<file path="src/rtl/dest_wb_pipe_pkg.sv">
// dest_wb_pipe_pkg
//   Shared encodings for the writeback/forwarding path.
//   FWD_* : EX operand select driven to the EX operand muxes.
package dest_wb_pipe_pkg;

   localparam int DATA_W_DEF = 32;
   localparam int REG_AW_DEF = 5;

   // EX operand forward select
   localparam logic [1:0] FWD_RF = 2'b00;  // register file value
   localparam logic [1:0] FWD_W  = 2'b01;  // writeback result
   localparam logic [1:0] FWD_M  = 2'b10;  // M-stage ALU/link result

endpackage

</file>
<file path="src/rtl/dest_wb_pipe_reg.sv">
// pipe_reg
//   Parameterised pipeline register.
//   clk_i   : clock
//   rst_i   : synchronous active-high reset (clears to 0)
//   flush_i : clear to 0 (bubble)
//   stall_i : hold current value
//   d_i     : next value, captured when none of the above is active
//   q_o     : registered value
module pipe_reg #(
   parameter int W = 1
) (
   input  logic         clk_i,
   input  logic         rst_i,
   input  logic         flush_i,
   input  logic         stall_i,
   input  logic [W-1:0] d_i,
   output logic [W-1:0] q_o
);

   logic [W-1:0] q_q;
   logic [W-1:0] q_d;

   // rst > flush > stall > capture
   always_comb begin
      q_d = d_i;
      if (flush_i)      q_d = '0;
      else if (stall_i) q_d = q_q;
   end

   always_ff @(posedge clk_i) begin
      if (rst_i) q_q <= '0;
      else       q_q <= q_d;
   end

   assign q_o = q_q;

endmodule

</file>
<file path="src/rtl/dest_wb_pipe.sv">
// dest_wb_pipe
//   Carries the resolved EX destination, its control bits and result through
//   the E->M and M->W pipeline registers, substitutes the link address for
//   link instructions, and produces the register-file writeback tuple.
//   Also produces forwarding selects and the load-use stall request.
//   Inputs : clk_i, rst_i, stall/flush per stage, EX dest/control/result,
//            readdataM_i, ID/EX source registers.
//   Outputs: M-stage dest/enable/result, W-stage writeback tuple,
//            forwardAE/BE (2b), forwardAD/BD, lwstallD.
module dest_wb_pipe
   import dest_wb_pipe_pkg::*;
#(
   parameter int DATA_W = DATA_W_DEF,
   parameter int REG_AW = REG_AW_DEF
) (
   input  logic              clk_i,
   input  logic              rst_i,
   input  logic              stallM_i,
   input  logic              flushM_i,
   input  logic              stallW_i,
   input  logic              flushW_i,
   input  logic [REG_AW-1:0] writeregE_i,
   input  logic              regwriteE_i,
   input  logic              memtoregE_i,
   input  logic              linkE_i,
   input  logic [DATA_W-1:0] aluoutE_i,
   input  logic [DATA_W-1:0] pcplus8E_i,
   input  logic [DATA_W-1:0] readdataM_i,
   input  logic [REG_AW-1:0] rsD_i,
   input  logic [REG_AW-1:0] rtD_i,
   input  logic [REG_AW-1:0] rsE_i,
   input  logic [REG_AW-1:0] rtE_i,
   output logic [REG_AW-1:0] writeregM_o,
   output logic              regwriteM_o,
   output logic [DATA_W-1:0] aluoutM_o,
   output logic [REG_AW-1:0] writeregW_o,
   output logic              regwriteW_o,
   output logic [DATA_W-1:0] resultW_o,
   output logic [1:0]        forwardAE_o,
   output logic [1:0]        forwardBE_o,
   output logic              forwardAD_o,
   output logic              forwardBD_o,
   output logic              lwstallD_o
);

   logic              memtoregM;
   logic              rwE_nz;     // $0 writes are dropped at M entry
   logic [DATA_W-1:0] resE;
   logic [DATA_W-1:0] resM;

   assign rwE_nz = regwriteE_i && (writeregE_i != '0);
   assign resE   = linkE_i ? pcplus8E_i : aluoutE_i;
   assign resM   = memtoregM ? readdataM_i : aluoutM_o;

   // E -> M
   pipe_reg #(.W(REG_AW)) u_wrM (.clk_i, .rst_i, .flush_i(flushM_i), .stall_i(stallM_i),
                                 .d_i(writeregE_i), .q_o(writeregM_o));
   pipe_reg #(.W(1))      u_rwM (.clk_i, .rst_i, .flush_i(flushM_i), .stall_i(stallM_i),
                                 .d_i(rwE_nz), .q_o(regwriteM_o));
   pipe_reg #(.W(1))      u_mtM (.clk_i, .rst_i, .flush_i(flushM_i), .stall_i(stallM_i),
                                 .d_i(memtoregE_i), .q_o(memtoregM));
   pipe_reg #(.W(DATA_W)) u_alM (.clk_i, .rst_i, .flush_i(flushM_i), .stall_i(stallM_i),
                                 .d_i(resE), .q_o(aluoutM_o));

   // M -> W
   pipe_reg #(.W(REG_AW)) u_wrW (.clk_i, .rst_i, .flush_i(flushW_i), .stall_i(stallW_i),
                                 .d_i(writeregM_o), .q_o(writeregW_o));
   pipe_reg #(.W(1))      u_rwW (.clk_i, .rst_i, .flush_i(flushW_i), .stall_i(stallW_i),
                                 .d_i(regwriteM_o), .q_o(regwriteW_o));
   pipe_reg #(.W(DATA_W)) u_reW (.clk_i, .rst_i, .flush_i(flushW_i), .stall_i(stallW_i),
                                 .d_i(resM), .q_o(resultW_o));

   // Forwarding and load-use detection; $0 never matches.
   logic m_live, w_live;
   assign m_live = regwriteM_o && (writeregM_o != '0);
   assign w_live = regwriteW_o && (writeregW_o != '0);

   always_comb begin
      forwardAE_o = FWD_RF;
      forwardBE_o = FWD_RF;
      if (m_live && writeregM_o == rsE_i)      forwardAE_o = FWD_M;
      else if (w_live && writeregW_o == rsE_i) forwardAE_o = FWD_W;
      if (m_live && writeregM_o == rtE_i)      forwardBE_o = FWD_M;
      else if (w_live && writeregW_o == rtE_i) forwardBE_o = FWD_W;
   end

   assign forwardAD_o = m_live && (writeregM_o == rsD_i);
   assign forwardBD_o = m_live && (writeregM_o == rtD_i);
   assign lwstallD_o  = memtoregE_i && rwE_nz &&
                        ((writeregE_i == rsD_i) || (writeregE_i == rtD_i));

endmodule

</file>
<file path="config.mk">
export PLATFORM = sky130hd
export DESIGN_NAME = dest_wb_pipe
export DESIGN_NICKNAME = d
export VERILOG_FILES = /design/src/rtl/dest_wb_pipe_pkg.sv /design/src/rtl/dest_wb_pipe_reg.sv /design/src/rtl/dest_wb_pipe.sv
export SDC_FILE = /design/constraint.sdc
export NUM_CORES = 1
export LEC_CHECK = 0
export CAP_MARGIN = 15
export CORE_UTILIZATION = 36
export CTS_CLUSTER_DIAMETER = 50
export DETAILED_ROUTE_END_ITERATION = 8
export HOLD_SLACK_MARGIN = 0.05
export MAX_ROUTING_LAYER = met4
export PLACE_DENSITY = 0.77
export SETUP_SLACK_MARGIN = 0.3
export SYNTH_ARGS = -nofsm -noshare
export SYNTH_HDL_FRONTEND = slang
export SYNTH_HIERARCHICAL = 1
export SYNTH_SLANG_ARGS = --single-unit
</file>
<file path="constraint.sdc">
create_clock -name clk_i -period 1.8 [get_ports clk_i]
set_input_delay 0.36 -clock clk_i [delete_from_list [all_inputs] [get_ports clk_i]]
set_output_delay 0.36 -clock clk_i [all_outputs]
set_load 0.005 [all_outputs]
</file>
---- Yosys cells after proc, flatten, opt, wreduce, memory -nomap -nowiden ----
Index checks and enable logic that the tools add are counted.
word-level totals
  bits in registers ....................... 77
  bits of input ports ..................... 130
  output and inout bits ................... 83
  logic and storage cells ................. 38
cells by class
  equal/unequal tests ..................... 8
  mux-type cells .......................... 6
  reductions and logical operators ........ 17
operator list
  kind                 number
  two-way mux 32 bit   2
  equality test 5 bit  8
  nonzero test 5 bit   3
  logical AND 1 bit    11
  two-way mux 2 bit    2
  OR reduction 2 bit   2
  two-way mux 1 bit    2
  logical OR 1 bit     1

---- Logic depth before layout (Yosys ltp) ----
  depth after elaboration ................. 5
  gate-level depth with buffers ........... 5
  gate-level depth less buffers ........... 4

---- Hierarchy ----
Netlist, hierarchy kept.
by module, submodules not included
  module                times used  cells each  area each (µm²)  sequential area each (µm²)
  pipe_reg (u_alM ...)  2           105         1156.1           640.6
  dest_wb_pipe          1           141         1311.3           0.0
  pipe_reg (u_wrM ...)  2           16          186.4            100.1
  pipe_reg (u_mtM ...)  3           3           40.0             20.0

---- Worst setup path before layout ----
No wires, ideal clock.
  kind .................................... register -> output
  start point ............................. register u_wrM.q_q[2], in the netlist u_wrM/q_o[2]
  end point ............................... output forwardAE_o[0]
  arrival ................................. 1.540 ns
  data required time ...................... 1.440 ns
  setup slack ............................. -0.100 ns
  cell stages (with the launch flop) ...... 6
  buffers on the path ..................... 1
  path through ............................ dfxtp_1 -> buf_2 -> or4_4 -> o21ai_4 -> nor4_2 -> nor4_2
between the ends
  word-level cells in the longest chain between the ends .. 4
ends and longest elaborated chain
  item                    RTL line                text
  from (decl)             dest_wb_pipe_reg.sv:20  logic [W-1:0] q_q;
  from (signal assigned)  dest_wb_pipe_reg.sv:32  else q_q <= q_d;
  nonzero test 5 bit      dest_wb_pipe.sv:75      assign m_live = regwriteM_o && (writeregM_o != '0);
  logical AND 1 bit       dest_wb_pipe.sv:75
  logical AND 1 bit (*)   dest_wb_pipe.sv:81      if (m_live && writeregM_o == rsE_i) forwardAE_o = FWD_M;
  two-way mux 2 bit (*)   dest_wb_pipe.sv:81
  to (decl)               dest_wb_pipe.sv:39      output logic [1:0] forwardAE_o,
Every way passes the cells marked *; elsewhere a longest branch is shown, timed or not.

---- Worst setup path in the final report ----
  start point ............................. register u_wrW.q_q[4], in the netlist u_wrW/q_o[4]
  end point ............................... output forwardAE_o[0]
between the ends
  word-level cells in the longest chain between the ends .. 5
ends and longest elaborated chain
  item                    RTL line                text
  from (decl)             dest_wb_pipe_reg.sv:20
  from (signal assigned)  dest_wb_pipe_reg.sv:32
  nonzero test 5 bit      dest_wb_pipe.sv:76      assign w_live = regwriteW_o && (writeregW_o != '0);
  logical AND 1 bit       dest_wb_pipe.sv:76
  logical AND 1 bit (*)   dest_wb_pipe.sv:82      else if (w_live && writeregW_o == rsE_i) forwardAE_o = FWD_W;
  two-way mux 1 bit (*)   dest_wb_pipe.sv:82
  two-way mux 2 bit (*)   dest_wb_pipe.sv:81
Marked as above.

==> flow_metrics.tcl <==
set metrics [dict create \
    worstPathRequired_ps 1440 \
    dr_wl_met2_um 6500 \
    insertion_delay_ps 330 \
    vias_per_cell 4.80 \
    power_w 0.00448 \
    cts.sinks 77 \
    cellPowerDensity_nw_per_um2 640 \
    setup_ws_ps -444 \
    gp_routability_congestion 0.860 \
    synth_edf_count 0 \
    final_hold_viol_count 0 \
    final-seq-area_um2 1570 \
    nNetsFinal 768 \
    max-cap-violations 0 \
    io_buffers 212 \
    diodes 0 \
    crit_fanout 4 \
    start_util 0.375 \
    finish.utilization 0.638 \
    critPathArrivalTime_ps 1880 \
    yosysWarnings 6 \
    dp_slack_ps -895 \
    first_pass_iters 4 \
    dieArea_um2 11900 \
    final_cells 783 \
    routed_wl_um 12800 \
    pin_count 213 \
    setup_viol 6 \
    grt_pass1_wl_um 19000 \
    multiInputGateArea_um2 2430 \
    grtUsageTotal 0.218 \
    ctsLongestPathBuffers 2 \
    cts_hold_buf 0 \
    synth_ff_type "dfxtp_1" \
    highest_layer "met4" \
    cts.clk_slew.worst_paths_ps 60 \
    antenna_found_initial 0 \
    place_inst 756 \
    synth_area_per_cell_um2 10.5 \
    avgRoutedWirePerCell_um 16.3 \
    core.rowCount 38 \
    power.leakage_nw 3.40 \
    route.detailed.drc 0 \
    end_kind "output port" \
    grt.overflow.total 0 \
    post-route-period-util 1.25 \
    core_um2 11000 \
    fillerInstances 907 \
    fin_skew_ps 2.92 \
    synthArstFlopShare 0 \
    outcome "complete, but fails checks" \
    cts_made_buffers 9 \
    violations "setup timing" \
    worst_setup_path_start_kind "register" \
    synth_cell_type_count 26 \
    period_minus_slack_ps 2240 \
    rsz0062_at_grt "true" \
    slew_headroom 0.790 \
    h-tree-depth 3 \
    detail-route-antenna-nets 0 \
    min-delay-path-class "in -> reg" \
    wl_met3_um 926 \
    synth_nets 522 \
    vias 3756 \
    grt_max_degree 40 \
    die_height_um 109 \
    met1_length_um 5150 \
    synthesis.area_um2 4120 \
    clockRootBuffer "clkbuf_16" \
    worst-setup-path-type "reg -> out" \
    grt_pass1_vias 3964 \
    final_layout_size_suffix_gt1_frac 0.277 \
    synth_cells 392 \
    area_delta_synth_final_pct 70.2 \
    die_x_um 109 \
    cts_tree "yes" \
    dpl.hpwl_um 9430 \
    ys_ff_latch 77 \
    yosysSeqAreaShare 0.374 \
    drt_iter0_drc 102 \
    drv_slew 0 \
    peakVddDrop_uv 335 \
    max_clock_freq_ghz 0.446 \
    tightest_slew_ps 312 \
]
## critical path, cell delays in order, from the launching register on
cell     delay, ps
dfxtp_2        330
buf_6          120
xor2_1         140
or4_4          550
nor4_4         270
buf_2          150
## power breakdown
part / switching, W / internal (W)
logic: 0.000331 / 0.000558
registers: 0.0000268 / 0.00175
clock network: 0.000667 / 0.00115
## final cells by class
| cell class | count | area share |
|---|---|---|
| Clock inverter | 3 | 0.00625 |
| Sequential cell | 77 | 0.224 |
| Multi-Input combinational cell | 284 | 0.346 |
| Timing Repair Buffer | 266 | 0.361 |
| Clock buffer | 13 | 0.0371 |
| Tap cell | 140 | 0.0250 |
## what timing repair did
action,in CTS,in global routing
buffers inserted,6,4
gates cloned,0,1
gates resized for setup,142,34
endpoints found under the setup margin,84,12
pin swaps,9,12
## state kept, by name, summed over array words and instances, names as in the netlist
name / count
u_alM/q_o: 32
u_rwM/q_o: 1
u_reW/q_o: 32
u_wrM/q_o: 5
u_rwW/q_o: 1
u_mtM/q_o: 1
u_wrW/q_o: 5
## layer usage
layer	vias to the layer above	GRT usage
met5	-	-
met4	0	0.0782
met3	18	0.0395
met2	152	0.389
met1	1743	0.239
li1	1843	-
## logic make-up (layout without fill, tap and decap cells)
logic type / after synthesis / after routing / synth area share
multiplexers: 141 / 141 / 0.362
buffers and inverters: 31 / 282 / 0.0532
flip-flops: 77 / 77 / 0.374
AO/OA/AOI/OAI: 4 / 4 / 0.00821
AND/OR/NAND/NOR: 99 / 99 / 0.117
XOR/XNOR: 40 / 40 / 0.0851
## worst paths after layout
path / from / to / slack (ps) / depth (start not counted)
hold reg to reg: u_reW/q_o[22] / u_reW/q_o[22] / 490 / 2
hold / removal: writeregE_i[3] / u_wrM/q_o[3] / 440 / 4
setup / recovery: u_wrW/q_o[4] / forwardAE_o[0] / -440 / 5
setup reg to reg: u_mtM/q_o / u_reW/q_o[3] / 440 / 4
## Yosys cell counts, types with 2 or more instances
cell type  number  area share
nor4_1          2      0.0030
xor2_1         24       0.051
or4_1           4      0.0073
mux2_1          5       0.014
mux2i_1        77        0.19
dfxtp_1        77        0.37
nor3_1         12       0.015
buf_1           6      0.0055
nand3_1         6      0.0073
nor3_2          3      0.0073
xnor2_1        16       0.034
or2_1           2      0.0030
clkbuf_1        4      0.0036
buf_4           8       0.015
mux2_2         59        0.16
buf_6           9       0.025
clkbuf_2        3      0.0036
nor2_1         64       0.058
nor4_2          4       0.012
## through the flow
stage          area, um^2  hold WS, ps  TNS (ps)
2_1_floorplan        4140          429         0
3_3_place_gp         6580          475     -4650
3_5_place_dp         6580          490     -4760
4_1_cts              6840          423     -2700
5_1_grt              7010          482     -2430
6_report             7010          440     -2090
## cell usage in the layout, fill, tap and decap left out, types with 12 or more instances in the layout
cell type,Yosys,routed
buf_4,8,37
buf_6,9,12
clkdlybuf4s50_1,0,106
dfxtp_1,77,56
dfxtp_2,0,21
dlygate4sd2_1,0,81
mux2_2,59,59
mux2i_1,77,77
nor2_1,64,64
nor3_1,12,12
xnor2_1,16,13
xor2_1,24,24
No activity file was read; power rests on OpenSTA's default activity.
